<file path="config.mk">
export PLATFORM = sky130hd
export DESIGN_NAME = tlc_phase_controller
export DESIGN_NICKNAME = d
export VERILOG_FILES = /design/src/rtl/tlc_phase_controller.sv
export SDC_FILE = /design/constraint.sdc
export NUM_CORES = 1
export LEC_CHECK = 0
export ABC_CLOCK_PERIOD_IN_PS = 2300
export BUFFER_PORTS_ARGS = -buffer_cell sky130_fd_sc_hd__clkbuf_2
export CELL_PAD_IN_SITES_DETAIL_PLACEMENT = 2
export CELL_PAD_IN_SITES_GLOBAL_PLACEMENT = 2
export CORE_MARGIN = 8
export CORE_UTILIZATION = 27
export DETAILED_ROUTE_END_ITERATION = 7
export PLACE_DENSITY = 0.83
export SYNTH_ARGS = -nofsm -noshare
export SYNTH_HDL_FRONTEND = slang
export SYNTH_SLANG_ARGS = --single-unit
</file>
<file path="constraint.sdc">
create_clock -name clk -period 2.3 [get_ports clk]
set_input_delay 0.115 -clock clk [delete_from_list [all_inputs] [get_ports clk]]
set_output_delay 0.115 -clock clk [all_outputs]
set_load 0.005 [all_outputs]
</file>
<file path="src/rtl/tlc_phase_controller.sv">
// -----------------------------------------------------------------------------
// tlc_phase_controller
//
// Moore phase sequencer for a two-road intersection with a pedestrian crossing.
// Main road owns the crossing by default. The side-road car sensor and a
// latched pedestrian request can claim it, and an emergency input pre-empts
// everything by parking the intersection in all-red (HOLD). One clk cycle is
// one second on the board.
//
// Ports
//   clk        in   divided system clock, rising edge
//   reset      in   asynchronous reset, active low (0 = in reset)
//   car_side   in   side-road vehicle sensor, level
//   ped_req    in   pedestrian button, latched internally until served
//   emergency  in   emergency pre-emption, level
//   main_light out  main-road head {R,Y,G}, one-hot
//   side_light out  side-road head {R,Y,G}, one-hot
//   walk       out  pedestrian WALK lamp
//   ped_ack    out  one-cycle pulse on the first cycle of WALK
//   state      out  current state encoding
//   timer      out  cycles remaining in the current state
// -----------------------------------------------------------------------------
module tlc_phase_controller #(
  parameter int T_MAIN_MIN = 10,
  parameter int T_YELLOW   = 3,
  parameter int T_ALLRED   = 1,
  parameter int T_SIDE     = 6,
  parameter int T_WALK     = 5,
  parameter int CNT_W      = 5
) (
  input  logic             clk,
  input  logic             reset,
  input  logic             car_side,
  input  logic             ped_req,
  input  logic             emergency,
  output logic [2:0]       main_light,
  output logic [2:0]       side_light,
  output logic             walk,
  output logic             ped_ack,
  output logic [2:0]       state,
  output logic [CNT_W-1:0] timer
);

  typedef enum logic [2:0] {
    MAIN_G = 3'd0,
    MAIN_Y = 3'd1,
    ALL_R1 = 3'd2,
    SIDE_G = 3'd3,
    SIDE_Y = 3'd4,
    ALL_R2 = 3'd5,
    WALK   = 3'd6,
    HOLD   = 3'd7
  } state_e;

  localparam logic [2:0] LIGHT_R = 3'b100;
  localparam logic [2:0] LIGHT_Y = 3'b010;
  localparam logic [2:0] LIGHT_G = 3'b001;

  state_e           state_q, state_d;
  logic [CNT_W-1:0] timer_q, timer_d;
  logic             ped_pending_q, ped_pending_d;
  logic             ped_ack_q, ped_ack_d;
  logic             timer_zero;
  logic             enter_walk;

  // Dwell minus one: the timer counts down to zero, so zero is the last cycle.
  function automatic logic [CNT_W-1:0] load_value(input state_e s);
    logic [CNT_W-1:0] v;
    v = '0;
    case (s)
      MAIN_G:         v = CNT_W'(T_MAIN_MIN - 1);
      MAIN_Y, SIDE_Y: v = CNT_W'(T_YELLOW - 1);
      ALL_R1, ALL_R2: v = CNT_W'(T_ALLRED - 1);
      SIDE_G:         v = CNT_W'(T_SIDE - 1);
      WALK:           v = CNT_W'(T_WALK - 1);
      HOLD:           v = '0;
      default:        v = '0;
    endcase
    return v;
  endfunction

  assign timer_zero = (timer_q == '0);

  // Next-state logic. Yellow and all-red never look at emergency mid-dwell,
  // so a clearance interval is always served in full.
  always_comb begin
    // NOTE: every always_comb output gets a default before any branch so no
    // path leaves it unassigned, which would otherwise infer a latch.
    state_d = state_q;
    case (state_q)
      MAIN_G: begin
        if (emergency)                                    state_d = MAIN_Y;
        else if (timer_zero && (car_side || ped_pending_q)) state_d = MAIN_Y;
      end
      MAIN_Y: if (timer_zero) state_d = ALL_R1;
      ALL_R1: begin
        if (timer_zero) begin
          if (emergency)          state_d = HOLD;
          else if (car_side)      state_d = SIDE_G;
          else if (ped_pending_q) state_d = WALK;
          else                    state_d = MAIN_G;
        end
      end
      SIDE_G: if (emergency || timer_zero) state_d = SIDE_Y;
      SIDE_Y: if (timer_zero) state_d = ALL_R2;
      ALL_R2: begin
        if (timer_zero) begin
          if (emergency)          state_d = HOLD;
          else if (ped_pending_q) state_d = WALK;
          else                    state_d = MAIN_G;
        end
      end
      WALK: begin
        if (emergency)       state_d = HOLD;
        else if (timer_zero) state_d = MAIN_G;
      end
      HOLD: if (!emergency) state_d = ALL_R2;
      default: state_d = MAIN_G;
    endcase
  end

  // Timer reloads on any state change; while staying it counts down and sticks
  // at zero, which is the saturating behaviour MAIN_G and HOLD rely on.
  always_comb begin
    timer_d = timer_q;
    if (state_d != state_q)  timer_d = load_value(state_d);
    else if (!timer_zero)    timer_d = timer_q - 1'b1;
  end

  // A request arriving on the very edge that enters WALK is absorbed by that
  // WALK; otherwise requests accumulate into a single pending flag.
  always_comb begin
    enter_walk    = (state_d == WALK) && (state_q != WALK);
    ped_pending_d = enter_walk ? 1'b0 : (ped_pending_q | ped_req);
    ped_ack_d     = enter_walk;
  end

  always_ff @(posedge clk or negedge reset) begin
    if (!reset) begin
      // NOTE: sequential state uses non-blocking assignments so every flop
      // samples pre-edge values regardless of statement order.
      state_q       <= MAIN_G;
      timer_q       <= CNT_W'(T_MAIN_MIN - 1);
      ped_pending_q <= 1'b0;
      ped_ack_q     <= 1'b0;
    end else begin
      state_q       <= state_d;
      timer_q       <= timer_d;
      ped_pending_q <= ped_pending_d;
      ped_ack_q     <= ped_ack_d;
    end
  end

  // Lamp decode from the registered state only, so heads never glitch on
  // input changes and at most one head is non-red by construction.
  always_comb begin
    main_light = LIGHT_R;
    side_light = LIGHT_R;
    walk       = 1'b0;
    case (state_q)
      MAIN_G:  main_light = LIGHT_G;
      MAIN_Y:  main_light = LIGHT_Y;
      SIDE_G:  side_light = LIGHT_G;
      SIDE_Y:  side_light = LIGHT_Y;
      WALK:    walk       = 1'b1;
      default: ;
    endcase
  end

  assign ped_ack = ped_ack_q;
  assign state   = state_q;
  assign timer   = timer_q;

endmodule

</file>
[Word level (Yosys, flattened, before mapping)]
Memories as Yosys holds them, arrays and structs flattened.
Index checks and enable logic that the tools add are counted.
Word-level totals
  flip-flop bits (word level): 10
  bits in read-only memories: 32
  word-level logic and storage cells: 45
  memories: 1
Memory list
  (name not given): words 8, bits a word 4, rd ports 1, clocked after memory_dff 0, write ports 0, line 70  | case (s)
Cells by class
  add/subtract/negate cells: 1
  eq/ne operators: 11
  mux-type cells: 21
  bitwise gates (word level): 1
  reductions and logical operators: 6
Operators with widths (number)
  $mux W3: 14
  $pmux W3 S8: 1
  $eq A3 B3 Y1 const B: 5
  $pmux W3 S2: 2
  $mux W5: 2
  $eq A3 B2 Y1 const B: 2
  $logic_not A5 Y1: 1
  $sub A5 B1 Y5 const B: 1
  $eq A3 B1 Y1 const B: 1
  $logic_not A3 Y1: 1
  $ne A3 B3 Y1: 1
  $ne A3 B3 Y1 const B: 1
  $logic_and A1 B1 Y1: 2
  $logic_or A1 B1 Y1: 2
  $mux W1: 2
  $ne A2 B1 Y1 const B: 1
  $or A1 B1 Y1: 1

[Longest topological paths before layout]
Gate-level depths: netlist of run 1.
  depth in word-level cells: 8
  gate-level depth with buffers: 10
  mapped depth without buffers: 9

[Worst setup path after synthesis of run 1]
Ideal clock, no wire load.
  path type: flip-flop to flip-flop
  start point: register timer_q[1] (netlist: timer[1])
  end point: register timer_q[0] (netlist: timer[0])
  library setup time: 82 ps
  arrival time: 2266 ps
  data required time: 2218 ps
  setup slack: -49 ps
  stages on the path, launching flop included: 11
  buffers on the path: 1
  clock period less this slack: 2349 ps
  path through: dfrtp_1 inv_1 ha_1 or4b_4 buf_6 o32a_1 a32oi_2 inv_1 ha_1 nor2_1 mux2_2
On the way
  cells in the longest elaborated chain, start to end: 7
RTL lines
  start, declared: line 60  | logic [CNT_W-1:0] timer_q, timer_d;
  start signal, assigned: line 143  | timer_q <= CNT_W'(T_MAIN_MIN - 1);
  start signal, assigned: line 148  | timer_q <= timer_d;
  $logic_not A5 Y1 *: line 82  | assign timer_zero = (timer_q == '0);
  $logic_and A1 B1 Y1: line 93  | else if (timer_zero && (car_side || ped_pending_q)) state_d = MAIN_Y;
  $mux W3: line 93
  $mux W3: line 92  | if (emergency) state_d = MAIN_Y;
  $pmux W3 S8 *: line 90  | case (state_q)
  named net state_d[1]: line 59  | state_e state_q, state_d;
  $mem_v2 Z8 W4 / $ne A3 B3 Y1 (equally long branches)
  $mux W5 / $ne A2 B1 Y1 (equally long branches)
Mark *: on every way through the listed nets, which the timed path passes. The rest lies on a longest branch.
A chain may end at the register's enable or synchronous reset.

[Worst setup path after layout of run 1]
Ends and elaborated chain as after synthesis.

==> results of run 1 <==
[critical path, delay by kind of cell (launching register included)]
family,cells,cell delay (ns)
adders and majority gates,2,0.42
buffers and inverters,2,0.17
muxes,1,0.25
and+or+nand+nor,2,0.60
AOI/OAI and AO/OA,2,0.42
DFF,1,0.39
[routing by layer]
metal | wire [µm] | share of wire [%] | GRT usage [%] | vias to the layer above
met5 | 0 | 0 | 0 | -
met4 | 96 | 2.9 | 7.256 | 0
met3 | 99 | 3.0 | 2.479 | 9
met2 | 1649 | 50 | 22.47 | 21
met1 | 1455 | 44 | 15.02 | 425
li1 | - | - | - | 406
[final timing paths]
kind,start,endpoint,slack [ns],cells past startpoint
max in group asynchronous,reset,timer[0],1.78,2
max reg2reg,timer[1],timer[0],-0.02,9
min in group asynchronous,reset,state[0],0.25,2
min,ped_req,ped_pending_q,0.09,2
min reg2reg,timer[4],timer[4],0.62,2
max,timer[1],timer[0],-0.02,9
[repair_timing]
action                     4_1_cts  5_1_grt
hold endpoints to repair        10        0
setup buffers                    4        0
hold buffers                     1        0
setup endpoints to repair        3        4
pin swaps                        2        0
gates resized for setup          6        2
[state kept, by name, summed over array words and instances (netlist names)]
| signal | flops |
|---|---|
| ped_ack | 1 |
| ped_pending_q | 1 |
| state | 3 |
| timer | 5 |
[cells in the final DEF, fill, tap and decap left out, types with 2 or more instances in the layout]
cell type | synthesis | layout
a21oi_1 | 3 | 3
a32oi_1 | 2 | 2
and3_1 | 2 | 2
buf_4 | 0 | 11
clkbuf_2 | 0 | 20
clkbuf_4 | 0 | 3
dfrtp_1 | 8 | 8
dfstp_2 | 2 | 2
ha_1 | 4 | 3
inv_1 | 7 | 5
inv_2 | 1 | 3
nand2_1 | 10 | 10
nand3_1 | 3 | 3
nor2_1 | 9 | 9
nor3_1 | 3 | 3
o21ai_0 | 3 | 2
o32a_1 | 2 | 2
or3_1 | 2 | 2
xnor2_1 | 2 | 2
[kinds of logic (layout without fill, tap and decap cells)]
| group | count (synthesis) | in the layout | synth area share, % |
|---|---|---|---|
| xor gates and xnor gates | 3 | 3 | 3.112 |
| AOI/OAI and AO/OA | 22 | 22 | 25.33 |
| adders and majority gates | 4 | 4 | 5.926 |
| DFF | 10 | 10 | 29.93 |
| muxes | 2 | 2 | 2.518 |
| buffers and inverters | 12 | 44 | 6.370 |
| and+or+nand+nor | 41 | 41 | 26.82 |
[synthesized netlist by cell type, drive strengths merged (3+ instances only)]
| cell type | count |
|---|---|
| nand2 | 10 |
| nor3 | 3 |
| o21ai | 4 |
| dfrtp | 8 |
| inv | 8 |
| a21oi | 3 |
| a32oi | 4 |
| nand3 | 4 |
| nor2 | 9 |
| ha | 4 |
[layout make-up]
type                    instances  area [µm²]
fillers                       344        1896
multi-input cells              72       564.3
flip-flops and latches         10       252.7
repair buffers                 32       192.7
well taps                      33       41.29
inverters                       8       30.03
clock buffers                   4       26.28
[power by group through the flow]
stage | Sequential (mW) | Clock (mW) | Combinational, mW
after detailed placement | 0.416 | 0 | 1.37
after global placement | 0.405 | 0 | 1.28
after global routing | 0.441 | 0.135 | 1.65
after floorplan | 0.356 | 0 | 0.923
after CTS | 0.415 | 0.131 | 1.48
final | 0.425 | 0.125 | 1.52
[per-stage QoR]
stage	total power, mW	worst slack [ns]	hold slack, ns	instances	setup TNS, ns
final	2.067	-0.02003	0.08615	159	-0.02614
after global routing	2.228	-0.1042	0.1065	159	-0.3418
after floorplan	1.279	-0.03491	-0.1806	94	-0.03491
after global placement	1.688	0.05941	-0.01211	150	0
after CTS	2.024	0.003496	0.08453	159	0
after detailed placement	1.783	-0.1182	0.001534	150	-0.1907
==> out/qor.txt, run 1 <==
Status - complete, but fails checks
Failing checks - setup timing
Clk pwr share - 6.1%
Slew @ Worst Pin - 0.6001 ns
Slowest stage delay, CP - 0.54 ns
Setup ws final - -0.02003 ns
I/O Buffers - 20
Rows - 20
Max-Cap Viols - 0
Power Internal - 1.047 mW
Tcrit/Tclk final - 100.9%
Largest net degree at the start of global routing - 18
Die Area - 5174 µm²
Post-synth EDFFs - 0
Leakage power - 0.5113 nW
Clock Pin Slew Worst Setup and Hold Paths - 0.06 ns
Die height - 71.93 µm
Seq pwr share - 20.6%
Clk sink count - 10
Crit path cell chain - inv_2 > ha_4 > or4b_4 > o32a_1 > a32oi_2 > inv_1 > ha_1 > nor2_1 > mux2_4
Via count - 861
Final hold vios - 0
Setup crit end kind - flip-flop
Crit path max fanout - 8
Peak supply drop - 0.7143 mV
Vias in the first global route - 955
Synth area leaders - dfrtp_1 (24%), dfstp_2 (6.2%), ha_1 (5.9%)
Cell Pwr Density - 1866 nW/µm²
Detailed placement HPWL - 2425 µm
Sw Ratio - 49.34%
Comb power frac - 73.4%
Post-Synthesis Cells - 94
Crit path DAT - 2.51 ns
Final slew viol count - 0
Share of cells above drive strength 1 - 41.27%
Dominant synthesized flop cell - dfrtp_1
Core footprint - 3003 µm²
Post-synthesis sequential area ratio - 29.93%
Mapped Area - 844.6 µm²
Dominant cell type by area after synthesis - dfrtp_1
Fin Clk Skew - 0.003531 ns
Synth Register Bits - 10
WP data required - 2.49 ns
Routed wire length - 3300 µm
Final instance area - 1107 µm²
CP startpoint kind - flip-flop
Clock buffer depth - 2
End-of-flow core utilization - 36.88%
Post-DP Area - 1015 µm²
Num CTS Buffers - 3
Setup CP Type - reg2reg
Worst hold path type - in2reg
DRC errors left - 0
Initial antenna violation count - 0
# diodes - 0
Clk root buf - clkbuf_4
Drt first-iter violations - 23
Die width - 71.93 µm
Grt ovf - 0
Later-pin clock latency in the skew report - 0.26 ns
CTS tree - yes
Ports - 21
Synth top area share - 23.70%
Relative slew slack - 60.00%
Post-synthesis area per instance - 8.985 µm²
GR Util All Layers - 13.15%
Wire length per cell - 20.75 µm
First-pass GRT wire length - 5292 µm
Unrepaired setup endpoints after global routing - true
Mapped Nets - 103
DR pass1 iterations - 4
Fmax - 431.0 MHz
Initial Util - 28.12%
Final setup fails - 2
Nets - 136
Area growth syn-to-layout - 31.11%
ANT nets after route - 0
GP Congestion - 0.8395
Tmin final - 2.320 ns
Htree depth - 1
Psw - 1.020 mW
Vias per cell - 5.415
Ys async rst share - 100.0%
Yosys warnings - 0
Crit path max-delay cell type - or4b_4
Synth unique cells - 46
(Power assumes the default switching activity.)
==> run 2: changes to the inputs <==
Settings changed: ABC_AREA from default to 1, CORE_UTILIZATION 27 to 28, GPL_ROUTABILITY_DRIVEN from default to 1, PLACE_DENSITY 0.83 to 0.86.
==> out/qor.txt, run 2 <==
WP data required - 2.42 ns (-0.07 ns)
Mux cell area share after synthesis - 0% (-2.5 points)
Synth unique cells - 33 (-28%)
Setup CP Type - reg2reg
Met1 Use GR - 12.65% (-2.4 points)
Routed wire length - 3800 µm (+15%)
Synth top area share - 18.33% (-5.4 points)
R2r setup slk - 0.04 ns (+0.06 ns)
Clock buffer depth - 2 (unchanged)
Met2 track demand over resource - 23.28% (+0.81 points)
GR Util All Layers - 11.84% (-1.3 points)
Post-Synthesis Cells - 146 (+55%)
CP startpoint kind - flip-flop
Max-Cap Viols - 0 (unchanged)
FF-to-FF End - timer[1]
Final setup fails - 0 (-2)
Yosys warnings - 0 (unchanged)
DR pass1 iterations - 4 (unchanged)
Initial Util - 29.39% (+1.3 points)
Detailed placement HPWL - 2906 µm (+20%)
Cell with the most instances after synthesis - nand2_1
End of the critical path - timer[1]
ANT nets after route - 0 (unchanged)
Ports - 21 (unchanged)
Dominant cell type by area after synthesis - dfrtp_1
Final slew viol count - 0 (unchanged)
Post-synthesis area per instance - 7.481 µm² (-17%)
Worst hold path type - in2reg
Drt first-iter violations - 24 (+4.3%)
Placed cell count - 212 (+41%)
Grt ovf - 0 (unchanged)
Tcrit/Tclk final - 98.37% (-2.5 points)
Worst Hold Slack - 0.1165 ns (+0.03040 ns)
Vias in the first global route - 1,175 (+23%)
Fmax - 442.0 MHz (+2.5%)
Num CTS Buffers - 3 (unchanged)
# diodes - 0 (unchanged)
Critical Path Stages - 16 (+7)
Post-Synth XOR/XNOR Area - 2.405% (-0.71 points)
Synth area leaders - dfrtp_1 (18%), nand3_1 (9.6%), nand2_1 (8.9%)
Most frequent cells in the layout - nand2_1 (25), nand3_1 (20), clkbuf_2 (20)
First-pass GRT wire length - 5906 µm (+12%)
Via count - 1,056 (+23%)
Die height - 78.46 µm (+9.1%)
Crit path max-delay cell type - dfstp_2
Finished Layout Cells - 222 (+40%)
Die Area - 6156 µm² (+19%)
CP most frequent cell - nand2_1
Sequential cell area - 256.5 µm² (+1.5%)
Dominant synthesized flop cell - dfrtp_1
Most common cell after layout, fill and taps aside - nand2_1
DRC errors left - 0 (unchanged)
Initial antenna violation count - 0 (unchanged)
Main combinational cell family by area after synthesis - simple AND/OR/NAND/NOR gates
WP buf/inv - 2 (unchanged)
Clk root buf - clkbuf_8
Crit path max fanout - 5 (-3)
Setup crit end kind - flip-flop
Crit path cell chain - inv_1 > ha_2 > inv_2 > nor2_4 > nand2_4 > nand3_2 > nand2_1 > nor2_1 > nand2_2 > nand2_4 > ha_2 > or2_0 > nand2_1 > nand2_2 > nand2_1 > nand2_1
CTS tree - yes
Reg-to-Reg Start - timer[0]
Core footprint - 3716 µm² (+24%)
Worst R2R Path Depth - 16 (+7)
Status - completed
Post-synthesis sequential area ratio - 23.14% (-6.8 points)
Fin Clk Skew - 0.004124 ns (+0.0005933 ns)
Post-synthesis compound-gate area fraction - 4.467% (-21 points)
Most used routing layer - met2
Slew @ Worst Pin - 0.3621 ns (-0.2379 ns)
Die width - 78.46 µm (+9.1%)
Wire length per cell - 17.12 µm (-18%)
Mapped Area - 1092 µm² (+29%)
FILL cells - 442 (+28%)
GP Congestion - 0.8618 (+2.7%)
I/O Buffers - 20 (unchanged)
Adder-Cell Fraction of Synth Area - 4.582% (-1.3 points)
Relative slew slack - 75.77% (+16 points)
Clock Pin Slew Worst Setup and Hold Paths - 0.05 ns (about the same)
Htree depth - 1 (unchanged)
Vias per cell - 4.757 (-12%)
Met3 Use GR - 2.278% (-0.20 points)
Share of cells above drive strength 1 - 48.85% (+7.6 points)
Crit path DAT - 2.38 ns (-0.13 ns)
Top delay family on crit path - simple AND/OR/NAND/NOR gates
Synth Register Bits - 10 (unchanged)
Final hold vios - 0 (unchanged)
Tmin final - 2.262 ns (-0.05763 ns)
Largest net degree at the start of global routing - 11 (-7)
Nets - 184 (+35%)
Slowest stage delay, CP - 0.53 ns (about the same)
Clk sink count - 10 (unchanged)
Top cells by count, synth - nand2_1 (26), nand3_1 (21), inv_1 (12), nand2_2 (12), nor2_1 (11)
Area of the multi-input gates - 750.7 µm² (+33%)
Ys async rst share - 100.0% (unchanged)
Worst Setup SP - timer[0]
Mapped Nets - 155 (+50%)
Area growth syn-to-layout - 24.28%
Max reg flops - 5 (unchanged)
Post-synth EDFFs - 0 (unchanged)
Later-pin clock latency in the skew report - 0.23 ns (-0.03 ns)
Simple-gate portion of the synthesized area - 54.75% (+28 points)
Rows - 22 (+10%)
-- run 2: cell types whose count changed in the layout (fill, tap and decap cells not counted), moves of 4 or more --
cell / previous run / this run
buf_4: 11 / 6
inv_1: 5 / 11
nand2_1: 10 / 25
inv_2: 3 / 9
nand2_2: 0 / 11
nand3_1: 3 / 20
nand2_4: 0 / 8
nor2_4: 0 / 4
-- run 2: worst min-delay path by stage --
stage	from	to	slack, ns	cells past startpoint
6_report	ped_req	ped_pending_q	0.12	3
5_1_grt	ped_req	ped_pending_q	0.12	3
4_1_cts	ped_req	ped_pending_q	0.12	3
3_5_place_dp	reset	timer[2]	-0.008	1
3_3_place_gp	reset	timer[4]	-0.01	1
2_1_floorplan	reset	ped_ack	-0.18	0
-- run 2: cell type report --
cell class	count	area share [%]
flip-flops and latches	10	18.89
repair buffers	27	11.43
inverters	22	6.636
well taps	48	4.424
clock buffers	4	3.318
multi-input cells	111	55.30
-- run 2: cells by family (layout without fill, tap and decap cells) --
logic type / Yosys count / in the layout
AO/OA/AOI/OAI: 7 / 7
flip-flops: 10 / 10
AND/OR/NAND/NOR: 97 / 97
adder cells (fa/ha/maj): 4 / 4
XOR/XNOR: 3 / 3
buffers and inverters: 25 / 53
-- run 2: repair_timing --
item                                   4_1_cts  5_1_grt
endpoints found under the hold margin        8        0
gates resized for setup                      2        9
buffers inserted                             1        4
hold buffers                                 1        0
setup endpoints to repair                    1        4
pin swaps                                    0        2
-- run 2: through the flow --
step	utilization, %	TNS, ns	setup slack, ns	area (µm²)
2_1_floorplan	-	0	0.1837	1092
3_3_place_gp	33.20	0	0.1416	1234
3_5_place_dp	33.20	0	0.007906	1234
4_1_cts	35.02	0	0.03895	1301
5_1_grt	36.53	-0.1466	-0.07498	1358
6_report	36.53	0	0.03759	1358
-- run 2: worst reg2reg max path, delay by kind of cell (launching register included) --
family | cells | cell delay, ns
and+or+nand+nor | 12 | 1.10
DFF | 1 | 0.53
adders and majority gates | 2 | 0.39
buffers and inverters | 2 | 0.13
-- run 2: layer usage --
layer  share of wire [%]  up-vias
met1                  40      512
met2                  56       17
met5                   0        -
li1                    -      521
met4                 1.0        0
met3                 2.7        6
Power of run 2 is not shown: default switching activity piles up to over one toggle a cycle in this logic, so the estimate is an artifact.
==> run 3: changes to the inputs <==
Settings changed: GPL_TIMING_DRIVEN from default to 0.
==> out/qor.txt, run 3 (same netlist as run 2, synthesis figures left out) <==
Status - completed
DRC errors left - 0 (unchanged)
Max reg flops - 5 (unchanged)
Initial antenna violation count - 0 (unchanged)
Worst hold path type - in2reg
Tcrit/Tclk final - 97.69% (-0.68 points)
Final setup fails - 0 (unchanged)
Share of cells above drive strength 1 - 49.14% (+0.29 points)
Vias per cell - 4.861 (+2.2%)
Largest net degree at the start of global routing - 11 (unchanged)
I/O Buffers - 20 (unchanged)
Die height - 78.46 µm (unchanged)
Final hold vios - 0 (unchanged)
Crit path DAT - 2.43 ns (+0.05 ns)
CP startpoint kind - flip-flop
Num CTS Buffers - 3 (unchanged)
GR Util All Layers - 12.06% (+0.22 points)
Clk root buf - clkbuf_8
GP Congestion - 0.8276 (-4.0%)
Grt ovf - 0 (unchanged)
Fin Clk Skew - 0.0003076 ns (-0.003817 ns)
Slew @ Worst Pin - 0.3494 ns (-0.01273 ns)
Nets - 185 (+0.54%)
Drt first-iter violations - 41 (+71%)
Relative slew slack - 76.62% (+0.85 points)
Clock buffer depth - 2 (unchanged)
Setup CP Type - reg2reg
Rows - 22 (unchanged)
First-pass GRT wire length - 5982 µm (+1.3%)
Detailed placement HPWL - 2833 µm (-2.5%)
Via count - 1,084 (+2.7%)
Most common cell after layout, fill and taps aside - nand2_1
Core footprint - 3716 µm² (unchanged)
Max-Cap Viols - 0 (unchanged)
Crit path max fanout - 4 (-1)
CTS tree - yes
Setup crit end kind - flip-flop
Die Area - 6156 µm² (unchanged)
Fmax - 445.1 MHz (+0.69%)
Initial Util - 29.39% (unchanged)
Most frequent cells in the layout - nand2_1 (25), clkbuf_2 (20), nand3_1 (19), nor2_1 (11), nand2_2 (11)
ANT nets after route - 0 (unchanged)
Routed wire length - 3737 µm (-1.7%)
Vias in the first global route - 1,227 (+4.4%)
Fin Setup TNS - 0 ns (unchanged)
Htree depth - 1 (unchanged)
# diodes - 0 (unchanged)
Tmin final - 2.247 ns (-0.01558 ns)
Later-pin clock latency in the skew report - 0.25 ns (+0.02 ns)
DR pass1 iterations - 4 (unchanged)
Ports - 21 (unchanged)
Clock Pin Slew Worst Setup and Hold Paths - 0.05 ns (about the same)
Die width - 78.46 µm (unchanged)
Final slew viol count - 0 (unchanged)
Area growth syn-to-layout - 27.95%
Clk sink count - 10 (unchanged)
Wire length per cell - 16.76 µm (-2.1%)
WP data required - 2.48 ns (+0.06 ns)
==> run 3: final cells by class <==
cell class | instances | area [µm²]
flip-flops and latches | 10 | 252.7
clock buffers | 4 | 55.05
well taps | 48 | 60.06
inverters | 22 | 90.09
fillers | 448 | 2318
repair buffers | 25 | 140.1
multi-input cells | 111 | 773.2
plain buffers | 3 | 26.28
==> run 3: metal layers <==
layer	GRT usage, %	routed length, µm	share of wire, %	vias up
li1	-	-	-	523
met4	3.889	87	2.3	0
met5	0	0	0	-
met2	21.87	1949	52	25
met1	13.46	1526	41	527
met3	2.847	173	4.6	9
==> run 3: what timing repair did <==
action,4_1_cts,5_1_grt
setup buffers,1,3
gates cloned,0,0
hold buffers,1,0
pin swaps,1,1
gates resized for setup,7,5
hold endpoints to repair,10,0
endpoints found under the setup margin,2,3
==> run 3: metrics by stage <==
stage / std cells / hold slack (ns) / cell area, µm² / utilization [%] / setup WS (ns)
global placement: 214 / -0.006579 / 1252 / 33.70 / -0.01453
detailed placement: 214 / -0.0002953 / 1252 / 33.70 / -0.1674
global route: 223 / 0.1200 / 1398 / 37.61 / -0.02518
floorplan: 146 / -0.1806 / 1092 / - / 0.1837
finish: 223 / 0.09365 / 1398 / 37.61 / 0.05318
CTS: 220 / 0.09469 / 1355 / 36.46 / 0.001672
==> run 3: path summary, 6_finish.rpt <==
path | startpoint | slack, ns | to | depth (start not counted)
setup / recovery | timer[1] | 0.05 | timer[1] | 15
hold / removal | ped_req | 0.09 | ped_pending_q | 3
setup reg to reg | timer[1] | 0.05 | timer[1] | 15
hold reg to reg | ped_pending_q | 0.63 | ped_pending_q | 2
max in group asynchronous | reset | 1.76 | timer[3] | 2
min in group asynchronous | reset | 0.28 | timer[1] | 2
==> run 3: critical path: stages, from the launching register on <==
cell,delay [ns]
dfrtp_1,0.42
inv_2,0.12
ha_4,0.16
inv_2,0.04
nor2_4,0.12
nand3_1,0.16
nand2_1,0.16
nand2_1,0.08
nor2_2,0.22
nand3_4,0.14
inv_2,0.11
or2_0,0.15
nand2_1,0.08
nand2_2,0.07
nand2_1,0.07
nand2_1,0.08
Power of run 3 is left out for the same reason.
